===== src/rtl/counter_pkg.sv =====
// Shared definitions for the general-purpose counter primitive.
package counter_pkg;

  typedef enum logic [1:0] {
    MODE_UP   = 2'b00,
    MODE_DOWN = 2'b01,
    MODE_ROTL = 2'b10,
    MODE_ROTR = 2'b11
  } counter_mode_t;

endpackage


===== src/rtl/counter_next.sv =====
// Combinational next-count and wrap-event logic for one counting/rotate step.
module counter_next
  import counter_pkg::*;
#(
  parameter int WIDTH     = 8,
  parameter int MAX_COUNT = 2**WIDTH - 1,
  parameter int SATURATE  = 0
) (
  input  logic [WIDTH-1:0] count,
  input  counter_mode_t    mode,
  output logic [WIDTH-1:0] next_count,
  output logic             wrap_event
);

  localparam logic [WIDTH-1:0] MAX_VAL = WIDTH'(MAX_COUNT);
  localparam logic [WIDTH-1:0] ONE     = WIDTH'(1);

  always_comb begin
    next_count = count;
    wrap_event = 1'b0;
    case (mode)
      MODE_UP: begin
        // Values above MAX_COUNT (from load or rotate) are treated as at the limit.
        if (count >= MAX_VAL) begin
          if (SATURATE == 0) begin
            next_count = '0;
            wrap_event = 1'b1;
          end
        end else begin
          next_count = count + ONE;
        end
      end
      MODE_DOWN: begin
        if (count == '0) begin
          if (SATURATE == 0) begin
            next_count = MAX_VAL;
            wrap_event = 1'b1;
          end
        end else begin
          next_count = count - ONE;
        end
      end
      MODE_ROTL: next_count = {count[WIDTH-2:0], count[WIDTH-1]};
      MODE_ROTR: next_count = {count[0], count[WIDTH-1:1]};
      default:   next_count = count;
    endcase
  end

endmodule


===== src/rtl/counter_nbit.sv =====
// Parametrised up/down/rotate counter with set, load, enable, modulus,
// optional saturation, terminal-count and registered wrap pulse.
module counter_nbit
  import counter_pkg::*;
#(
  parameter int WIDTH     = 8,
  parameter int MAX_COUNT = 2**WIDTH - 1,
  parameter int SATURATE  = 0
) (
  input  logic             clk,
  input  logic             reset,
  input  logic             en,
  input  logic             set,
  input  logic             load,
  input  logic [WIDTH-1:0] load_val,
  input  logic [1:0]       mode,
  output logic [WIDTH-1:0] count,
  output logic             tc,
  output logic             wrap
);

  localparam logic [WIDTH-1:0] MAX_VAL = WIDTH'(MAX_COUNT);

  counter_mode_t    mode_e;
  logic [WIDTH-1:0] next_count;
  logic             wrap_event;

  assign mode_e = counter_mode_t'(mode);

  counter_next #(
    .WIDTH     (WIDTH),
    .MAX_COUNT (MAX_COUNT),
    .SATURATE  (SATURATE)
  ) u_next (
    .count      (count),
    .mode       (mode_e),
    .next_count (next_count),
    .wrap_event (wrap_event)
  );

  // Priority: set > load > enabled step > hold; wrap only survives an enabled step.
  always_ff @(posedge clk or negedge reset) begin
    if (!reset) begin
      count <= '0;
      wrap  <= 1'b0;
    end else if (set) begin
      count <= MAX_VAL;
      wrap  <= 1'b0;
    end else if (load) begin
      count <= load_val;
      wrap  <= 1'b0;
    end else if (en) begin
      count <= next_count;
      wrap  <= wrap_event;
    end else begin
      wrap  <= 1'b0;
    end
  end

  assign tc = en & (((mode_e == MODE_UP) & (count >= MAX_VAL)) |
                    ((mode_e == MODE_DOWN) & (count == '0)));

endmodule


===== config.mk =====
export PLATFORM = sky130hd
export DESIGN_NAME = counter_nbit
export DESIGN_NICKNAME = d
export VERILOG_FILES = /design/src/rtl/counter_pkg.sv /design/src/rtl/counter_next.sv /design/src/rtl/counter_nbit.sv
export SDC_FILE = /design/constraint.sdc
export NUM_CORES = 1
export LEC_CHECK = 0
export CAP_MARGIN = 20
export CORE_MARGIN = 2
export CORE_UTILIZATION = 45
export DETAILED_ROUTE_END_ITERATION = 12
export GPL_ROUTABILITY_DRIVEN = 0
export PLACE_DENSITY = 0.77
export SYNTH_ARGS = -nofsm -noshare
export SYNTH_HDL_FRONTEND = slang
export SYNTH_SLANG_ARGS = --single-unit

===== constraint.sdc =====
create_clock -name clk -period 2.6 [get_ports clk]
set_input_delay 0.26 -clock clk [delete_from_list [all_inputs] [get_ports clk]]
set_output_delay 0.26 -clock clk [all_outputs]
set_load 0.01 [all_outputs]

==> results.py, run 1 <==
metrics = {
    "sta": {
        "tightest_slew_ps": 454,
        "hold_viol_final": 0,
        "setup-tns-final_ps": 0,
        "post-route-min-period_ps": 2420,
        "setup_viol": 0,
        "fmax_mhz": 413,
        "slew_viol_final": 0,
        "skew_ps": 4.93,
        "rsz0062_at_grt": "no",
        "fin_crit_sh": 0.931,
        "max-slew-margin-rel": 0.697,
    },
    "worst_setup_path": {
        "path_max_fanout": 3,
        "required_ps": 2340,
        "cp-end-kind": "primary output",
        "critPathKind": "reg2out",
        "cp-start-kind": "register",
        "crit_path_cell_trace": "or4_4, nor2_1, a21oi_1, nor2b_1, clkdlybuf4s50_1",
        "path_delay_family": "simple AND/OR/NAND/NOR gates",
        "cpPeakStageDelay_ps": 590,
        "arrival_ps": 2160,
        "cp_slowest_cell": "or4_4",
        "crit_buf_inv": 1,
    },
    "finish": {
        "n_antenna_cell": 0,
        "synthToLayoutAreaGrowth_pct": 31.0,
        "utilization": 0.615,
        "nNetsFinal": 189,
        "layout-drive-gt1-share": 0.124,
    },
    "placed_design": {
        "hpwl_microns": 2110,
        "port-buffer-count": 24,
    },
    "cts": {
        "clock_tree.root_cell": "clkbuf_4",
        "htreeDepth": 1,
        "cts_made_buffers": 3,
        "clockBufferDepth": 2,
        "cts_sinks": 9,
        "cts_tree": "done",
        "postCtsSetupRepairBufs": 0,
        "cts_resized": 0,
        "cts_hold_buf": 0,
        "clk_pin_slew_ps": 70,
        "clk_latency_ps": 280,
    },
    "drt": {
        "routed_wl_microns": 2800,
        "drtIter0Drc": 50,
        "viasPerCell": 5.78,
        "wl_per_cell_microns": 14.1,
        "ant_nets": 0,
        "drtPass1Iterations": 4,
        "drc_errors": 0,
        "via_count": 1144,
    },
    "global_route": {
        "grt_pass1_wl_microns": 4770,
        "overflow": 0,
        "grt_max_degree": 15,
        "grt_util_all_layers": 0.237,
        "grt_antenna_before_repair": 0,
        "grt_pass1_vias": 1072,
    },
    "power": {
        "combPwrFrac": 0.424,
        "power.density_nw_per_um2": 364,
        "p_switching_uw": 180,
        "seq_power_share": 0.337,
        "power.share.clock": 0.239,
        "p_sw_frac": 0.366,
        "p_int_uw": 311,
        "p_leak_uw": 0.000551,
        "peakVddDrop_mv": 0.186,
    },
    "yosys": {
        "yosysMostFrequentCell": "nor2_1",
        "synthArstFlopShare": 1.00,
        "synthFlopType": "dfrtp_1",
        "synth_top_area_frac": 0.219,
        "synth_cells": 144,
        "ys_seq_elements": 9,
        "synth_cell_types": 36,
        "synth.top_cells.by_count": "20 x nor2_1, 16 x a21oi_1, 10 x inv_1, 10 x nor3_1, 9 x dfrtp_1",
        "synth.area.top_cells": "dfrtp_1 22%, a21oi_1 7.8%, nor2_1 7.3%",
        "synth_nets": 162,
        "synth_edf_count": 0,
        "syn_area_per_cell_sq_um": 7.14,
        "yosys_warnings": 0,
        "seq_area_frac_synth": 0.219,
        "syn_area_sq_um": 1030,
        "yosysTopAreaCell": "dfrtp_1",
    },
    "worst_hold_path": {
        "hold_class": "in2async",
    },
    "die": {
        "rows": 17,
        "dieArea_sq_um": 2680,
        "die_h_microns": 51.8,
        "die_w_microns": 51.8,
        "coreArea_sq_um": 2190,
        "ioPinCount": 25,
        "start_util": 0.469,
    },
    "job": {
        "maxCapViolCount": 0,
    },
    "run_status": {
        "status": "completed",
    },
}
-- final cells by class --
type	instances	area, sq um
clock buffers	4	26.3
fillers	192	843
inverters	10	37.5
multi-input cells	112	701
flip-flops and latches	9	225
well taps	28	35.0
repair buffers	35	323
-- cells by family after synthesis --
logic type               synth area share
flip-flops                          0.219
XOR/XNOR                           0.0681
buffers and inverters              0.0998
AND/OR/NAND/NOR                     0.298
adder cells (fa/ha/maj)            0.0365
multiplexers                       0.0633
AO/OA/AOI/OAI                       0.215
-- worst register-to-register path, stage by stage (launching register included) --
cell     delay (ps)
dfrtp_1         530
inv_1           140
ha_1            250
xor2_1          150
mux4_2          470
o32a_1          290
-- path summary, 6_finish.rpt --
kind                            cells after the start  slack (ps)                 start                   end
worst max register to register                      5         670  count[0]$_DFFE_PN0P_  count[2]$_DFFE_PN0P_
max in group asynchronous                           1        1990                 reset  count[5]$_DFFE_PN0P_
min in group clk                                    3         600           load_val[7]  count[7]$_DFFE_PN0P_
worst min register to register                      3         830  count[7]$_DFFE_PN0P_  count[7]$_DFFE_PN0P_
worst min-delay path                                1         300                 reset  count[4]$_DFFE_PN0P_
worst max-delay path                                5         180  count[5]$_DFFE_PN0P_                    tc
-- flip-flops by register name, indices dropped and copies added (netlist names) --
| register | count |
|---|---|
| wrap | 1 |
| count | 8 |
-- metrics by stage --
stage	cells	cell area (sq um)	power [uW]	setup slack, ps	hold slack (ps)
5_1_grt	198	1350	522	75.4	323
6_report	198	1350	491	179	295
2_1_floorplan	144	1030	295	724	-35.6
4_1_cts	198	1350	489	167	302
3_3_place_gp	194	1320	369	353	589
3_5_place_dp	194	1320	373	296	596
-- routing by layer --
metal / vias up / GRT usage / wire, microns
li1: 561 / - / -
met1: 503 / 0.297 / 1160
met2: 73 / 0.397 / 1310
met3: 7 / 0.0201 / 252
met4: 0 / 0.136 / 68
met5: - / 0 / 0
-- power by group through the flow --
stage | Combinational, uW | Sequential (uW) | Clock, uW
6_report | 208 | 166 | 117
5_1_grt | 229 | 167 | 126
4_1_cts | 207 | 165 | 117
3_5_place_dp | 205 | 168 | 0
3_3_place_gp | 202 | 167 | 0
2_1_floorplan | 129 | 166 | 0
-- cell usage in the layout, fill, tap and decap left out, types with 2 or more instances in the layout --
master	netlist	final
a211oi_1	7	7
a21oi_1	16	16
a31oi_1	3	3
buf_4	1	11
clkbuf_4	0	3
clkdlybuf4s50_1	0	24
dfrtp_1	9	9
ha_1	3	3
inv_1	10	10
mux2_2	2	2
mux2i_1	2	2
nand2_1	6	6
nand2b_1	2	2
nand3_1	8	8
nor2_1	20	20
nor2b_1	2	2
nor3_1	10	10
nor3b_1	4	4
o21ai_0	6	6
xnor2_1	2	2
xor2_1	6	6
(Power assumes the default switching activity.)
==> run 2: changes to the inputs <==
--- a/config.mk
+++ b/config.mk
@@ -6,7 +6,6 @@
 export NUM_CORES = 1
 export LEC_CHECK = 0
 export CAP_MARGIN = 20
-export CORE_MARGIN = 2
 export CORE_UTILIZATION = 45
 export DETAILED_ROUTE_END_ITERATION = 12
 export GPL_ROUTABILITY_DRIVEN = 0
@@ -14,3 +13,4 @@
 export SYNTH_ARGS = -nofsm -noshare
 export SYNTH_HDL_FRONTEND = slang
 export SYNTH_SLANG_ARGS = --single-unit
+export TNS_END_PERCENT = 100
==> results.py, run 2 (synthesis results as in run 1) <==
metrics = {
    "run_status": {
        "status": "completed",
    },
    "sta": {
        "slew_viol_final": 0,
        "post-route-min-period_ps": 2380,
        "hold_viol_final": 0,
        "fmax_mhz": 420,
        "skew_ps": 5.66,
        "fin_crit_sh": 0.915,
        "setup_viol": 0,
        "rsz0062_at_grt": "no",
        "max-slew-margin-rel": 0.696,
        "tightest_slew_ps": 455,
        "setup-tns-final_ps": 0,
    },
    "drt": {
        "drtIter0Drc": 44,
        "drtPass1Iterations": 5,
        "ant_nets": 0,
        "via_count": 1151,
        "wl_per_cell_microns": 15.1,
        "routed_wl_microns": 2950,
        "viasPerCell": 5.87,
        "drc_errors": 0,
    },
    "cts": {
        "cts_resized": 0,
        "clk_latency_ps": 270,
        "clock_tree.root_cell": "clkbuf_4",
        "postCtsSetupRepairBufs": 0,
        "cts_made_buffers": 3,
        "clk_pin_slew_ps": 70,
        "cts_hold_buf": 0,
        "cts_tree": "done",
        "htreeDepth": 1,
        "cts_sinks": 9,
        "clockBufferDepth": 2,
    },
    "die": {
        "coreArea_sq_um": 2060,
        "rows": 16,
        "dieArea_sq_um": 2480,
        "die_h_microns": 49.8,
        "die_w_microns": 49.8,
        "start_util": 0.499,
        "ioPinCount": 25,
    },
    "global_route": {
        "grt_max_degree": 15,
        "grt_pass1_wl_microns": 4760,
        "grt_pass1_vias": 1011,
        "grt_util_all_layers": 0.256,
        "grt_antenna_before_repair": 0,
        "overflow": 0,
    },
    "finish": {
        "n_antenna_cell": 0,
        "nFillCells": 176,
        "largestRegisters": "count: 8 flops, wrap: 1 flops",
        "layout-drive-gt1-share": 0.118,
        "largest_reg_flops": 8,
        "synthToLayoutAreaGrowth_pct": 30.2,
        "top_register": "count",
        "final_cell_area_sq_um": 1340,
        "nNetsFinal": 188,
        "final_common_cell": "clkdlybuf4s50_1",
        "mostFrequentLayoutCells": "24 x clkdlybuf4s50_1, 20 x nor2_1, 16 x a21oi_1",
    },
    "power": {
        "p_switching_uw": 179,
        "power.share.clock": 0.232,
        "power.density_nw_per_um2": 365,
        "combPwrFrac": 0.423,
        "p_int_uw": 310,
        "p_sw_frac": 0.367,
        "peakVddDrop_mv": 0.372,
        "seq_power_share": 0.344,
        "p_leak_uw": 0.000547,
    },
    "worst_setup_path": {
        "r2r-end": "count[2]$_DFFE_PN0P_",
        "cp-start-kind": "register",
        "arrival_ps": 2120,
        "required_ps": 2340,
        "critPathKind": "reg2out",
        "rrSetupSlack_ps": 590,
        "path_max_fanout": 10,
        "reg2reg_depth": 5,
        "cp-end-kind": "primary output",
        "r2r_start": "count[0]$_DFFE_PN0P_",
    },
    "worst_hold_path": {
        "hold_class": "in2async",
    },
    "job": {
        "maxCapViolCount": 0,
    },
    "placed_design": {
        "port-buffer-count": 24,
        "hpwl_microns": 2210,
        "place_area_sq_um": 1310,
    },
}
run 2: cell count changes in the layout (fill, tap and decap cells not counted):
| cell | before | now |
|---|---|---|
| buf_4 | 11 | 10 |
run 2: power groups by stage:
stage	registers, uW	logic, uW	clock network [uW]
after CTS	168	205	116
after global routing	170	224	125
final	168	207	114
after global placement	170	200	0
after floorplan	166	129	0
after detailed placement	171	204	0
run 2: per-layer routing:
layer	routed length (microns)	GRT usage
met4	29	0.0571
met3	203	0.0617
met1	1310	0.356
met2	1410	0.396
met5	0	0
run 2: how the worst max path moves through the flow:
| stage | end | cells past startpoint | slack, ps | from |
|---|---|---|---|---|
| 6_report | tc | 6 | 220 | count[1]$_DFFE_PN0P_ |
| 5_1_grt | tc | 7 | 110 | count[0]$_DFFE_PN0P_ |
| 4_1_cts | tc | 7 | 210 | count[0]$_DFFE_PN0P_ |
| 3_5_place_dp | tc | 7 | 300 | mode[0] |
| 3_3_place_gp | tc | 7 | 340 | mode[0] |
| 2_1_floorplan | count[2]$_DFFE_PN0P_ | 6 | 720 | count[0]$_DFFE_PN0P_ |
run 2: per-stage QoR:
stage,utilization,setup WS (ps),total power (uW),instances,hold slack [ps]
global placement,0.637,345,370,192,599
floorplan,-,724,295,144,-35.6
detailed placement,0.637,298,374,192,609
finish,0.649,220,489,196,308
global route,0.649,106,519,196,354
CTS,0.649,215,488,196,320
run 2: final cells by class:
class | count | area (sq um) | area share
multi-input cells | 112 | 701 | 0.523
repair buffers | 34 | 315 | 0.236
flip-flops and latches | 9 | 225 | 0.168
inverters | 10 | 37.5 | 0.0280
well taps | 27 | 33.8 | 0.0252
clock buffers | 4 | 26.3 | 0.0196
run 2: critical path: stages (launching register included):
cell             delay (ps)
dfrtp_1                 590
ha_1                    240
nand3_1                  90
nor2_1                  160
a21oi_1                 110
nor2b_1                 130
clkdlybuf4s50_1         540
==> run 3: changes to the inputs <==
--- a/config.mk
+++ b/config.mk
@@ -9,7 +9,7 @@
 export CORE_UTILIZATION = 45
 export DETAILED_ROUTE_END_ITERATION = 12
 export GPL_ROUTABILITY_DRIVEN = 0
-export PLACE_DENSITY = 0.77
+export PLACE_DENSITY = 0.74
 export SYNTH_ARGS = -nofsm -noshare
 export SYNTH_HDL_FRONTEND = slang
 export SYNTH_SLANG_ARGS = --single-unit
==> results.py, run 3 (synthesis results as in run 1) <==
metrics = {
    "finish": {
        "largest_reg_flops": 8,
        "mostFrequentLayoutCells": "24 x clkdlybuf4s50_1, 20 x nor2_1, 16 x a21oi_1",
        "top_register": "count",
        "layout-drive-gt1-share": 0.113,
        "utilization": 0.646,
        "n_antenna_cell": 0,
        "nFillCells": 176,
        "nNetsFinal": 187,
        "largestRegisters": "count: 8 flops, wrap: 1 flops",
        "final_common_cell": "clkdlybuf4s50_1",
        "synthToLayoutAreaGrowth_pct": 29.4,
    },
    "cts": {
        "cts_hold_buf": 0,
        "clk_latency_ps": 270,
        "clk_pin_slew_ps": 80,
        "clockBufferDepth": 2,
        "cts_tree": "done",
        "htreeDepth": 1,
        "cts_sinks": 9,
        "cts_resized": 0,
        "clock_tree.root_cell": "clkbuf_4",
        "postCtsSetupRepairBufs": 0,
        "cts_made_buffers": 3,
    },
    "sta": {
        "slew_viol_final": 0,
        "rsz0062_at_grt": "no",
        "fin_crit_sh": 0.954,
        "post-route-min-period_ps": 2480,
        "setup-tns-final_ps": 0,
        "skew_ps": 10.9,
        "tightest_slew_ps": 445,
        "whs_ps": 293,
        "hold_viol_final": 0,
        "fmax_mhz": 403,
        "max-slew-margin-rel": 0.702,
        "setup_viol": 0,
        "fin_ws_ps": 119,
    },
    "global_route": {
        "grt_antenna_before_repair": 0,
        "grt_util_all_layers": 0.264,
        "overflow": 0,
        "grt_max_degree": 15,
        "grt_pass1_vias": 1048,
        "grt_pass1_wl_microns": 5040,
    },
    "placed_design": {
        "hpwl_microns": 2160,
        "port-buffer-count": 24,
        "dp_slack_ps": 274,
    },
    "power": {
        "peakVddDrop_mv": 0.244,
        "p_leak_uw": 0.000542,
        "p_switching_uw": 183,
        "p_sw_frac": 0.373,
        "p_int_uw": 308,
        "combPwrFrac": 0.411,
        "power.share.clock": 0.240,
        "power.density_nw_per_um2": 368,
        "seq_power_share": 0.349,
    },
    "drt": {
        "routed_wl_microns": 2990,
        "drc_errors": 0,
        "wl_per_cell_microns": 15.3,
        "via_count": 1129,
        "ant_nets": 0,
        "drtPass1Iterations": 4,
        "drtIter0Drc": 32,
        "viasPerCell": 5.79,
    },
    "worst_setup_path": {
        "arrival_ps": 2220,
        "path_max_fanout": 11,
        "cp-start-kind": "register",
        "required_ps": 2340,
        "critPathKind": "reg2out",
        "cp-end-kind": "primary output",
    },
    "die": {
        "dieArea_sq_um": 2480,
        "ioPinCount": 25,
        "coreArea_sq_um": 2060,
        "die_h_microns": 49.8,
        "die_w_microns": 49.8,
        "rows": 16,
        "start_util": 0.499,
    },
    "worst_hold_path": {
        "hold_class": "in2async",
    },
    "job": {
        "maxCapViolCount": 0,
    },
    "run_status": {
        "status": "completed",
    },
}
[run 3: critical path, stage by stage, from the launching register on]
cell	delay, ps
dfrtp_1	520
or4_4	510
nor2_1	160
a21oi_1	80
nor2b_1	130
clkdlybuf4s50_1	540
[run 3: routing by layer]
metal  vias to the layer above  track usage  routed length, microns
met5                         -            0                       0
met4                         0       0.0524                      57
met3                         8       0.0370                     246
met2                        64        0.455                    1410
met1                       504        0.347                    1270
li1                        553            -                       -
[run 3: power by group through the flow]
stage / registers [uW] / clock network (uW) / logic, uW
floorplan: 166 / 0 / 129
global placement: 173 / 0 / 197
detailed placement: 173 / 0 / 199
CTS: 171 / 117 / 201
global route: 173 / 121 / 222
finish: 171 / 118 / 202
[run 3: layout make-up]
type	instances	area, sq um	area share
Clock buffer	4	26.3	0.0197
Inverter	10	37.5	0.0282
Multi-Input combinational cell	112	701	0.526
Sequential cell	9	225	0.169
Tap cell	27	33.8	0.0254
Timing Repair Buffer	33	308	0.231
[run 3: per-stage QoR]
step / cell area (sq um) / total power (uW) / cells
floorplan: 1030 / 295 / 144
global placement: 1310 / 370 / 191
detailed placement: 1310 / 372 / 191
CTS: 1330 / 488 / 195
global route: 1330 / 517 / 195
finish: 1330 / 491 / 195
[run 3: worst paths after layout]
path	startpoint	to	slack, ps	cells past startpoint
max in group asynchronous	reset	count[1]$_DFFE_PN0P_	1990	1
setup reg to reg	count[0]$_DFFE_PN0P_	count[2]$_DFFE_PN0P_	580	5
setup / recovery	count[4]$_DFFE_PN0P_	tc	120	5
min in group clk	load_val[6]	count[6]$_DFFE_PN0P_	610	3
hold / removal	reset	count[7]$_DFFE_PN0P_	290	1
hold reg to reg	count[6]$_DFFE_PN0P_	count[6]$_DFFE_PN0P_	830	2
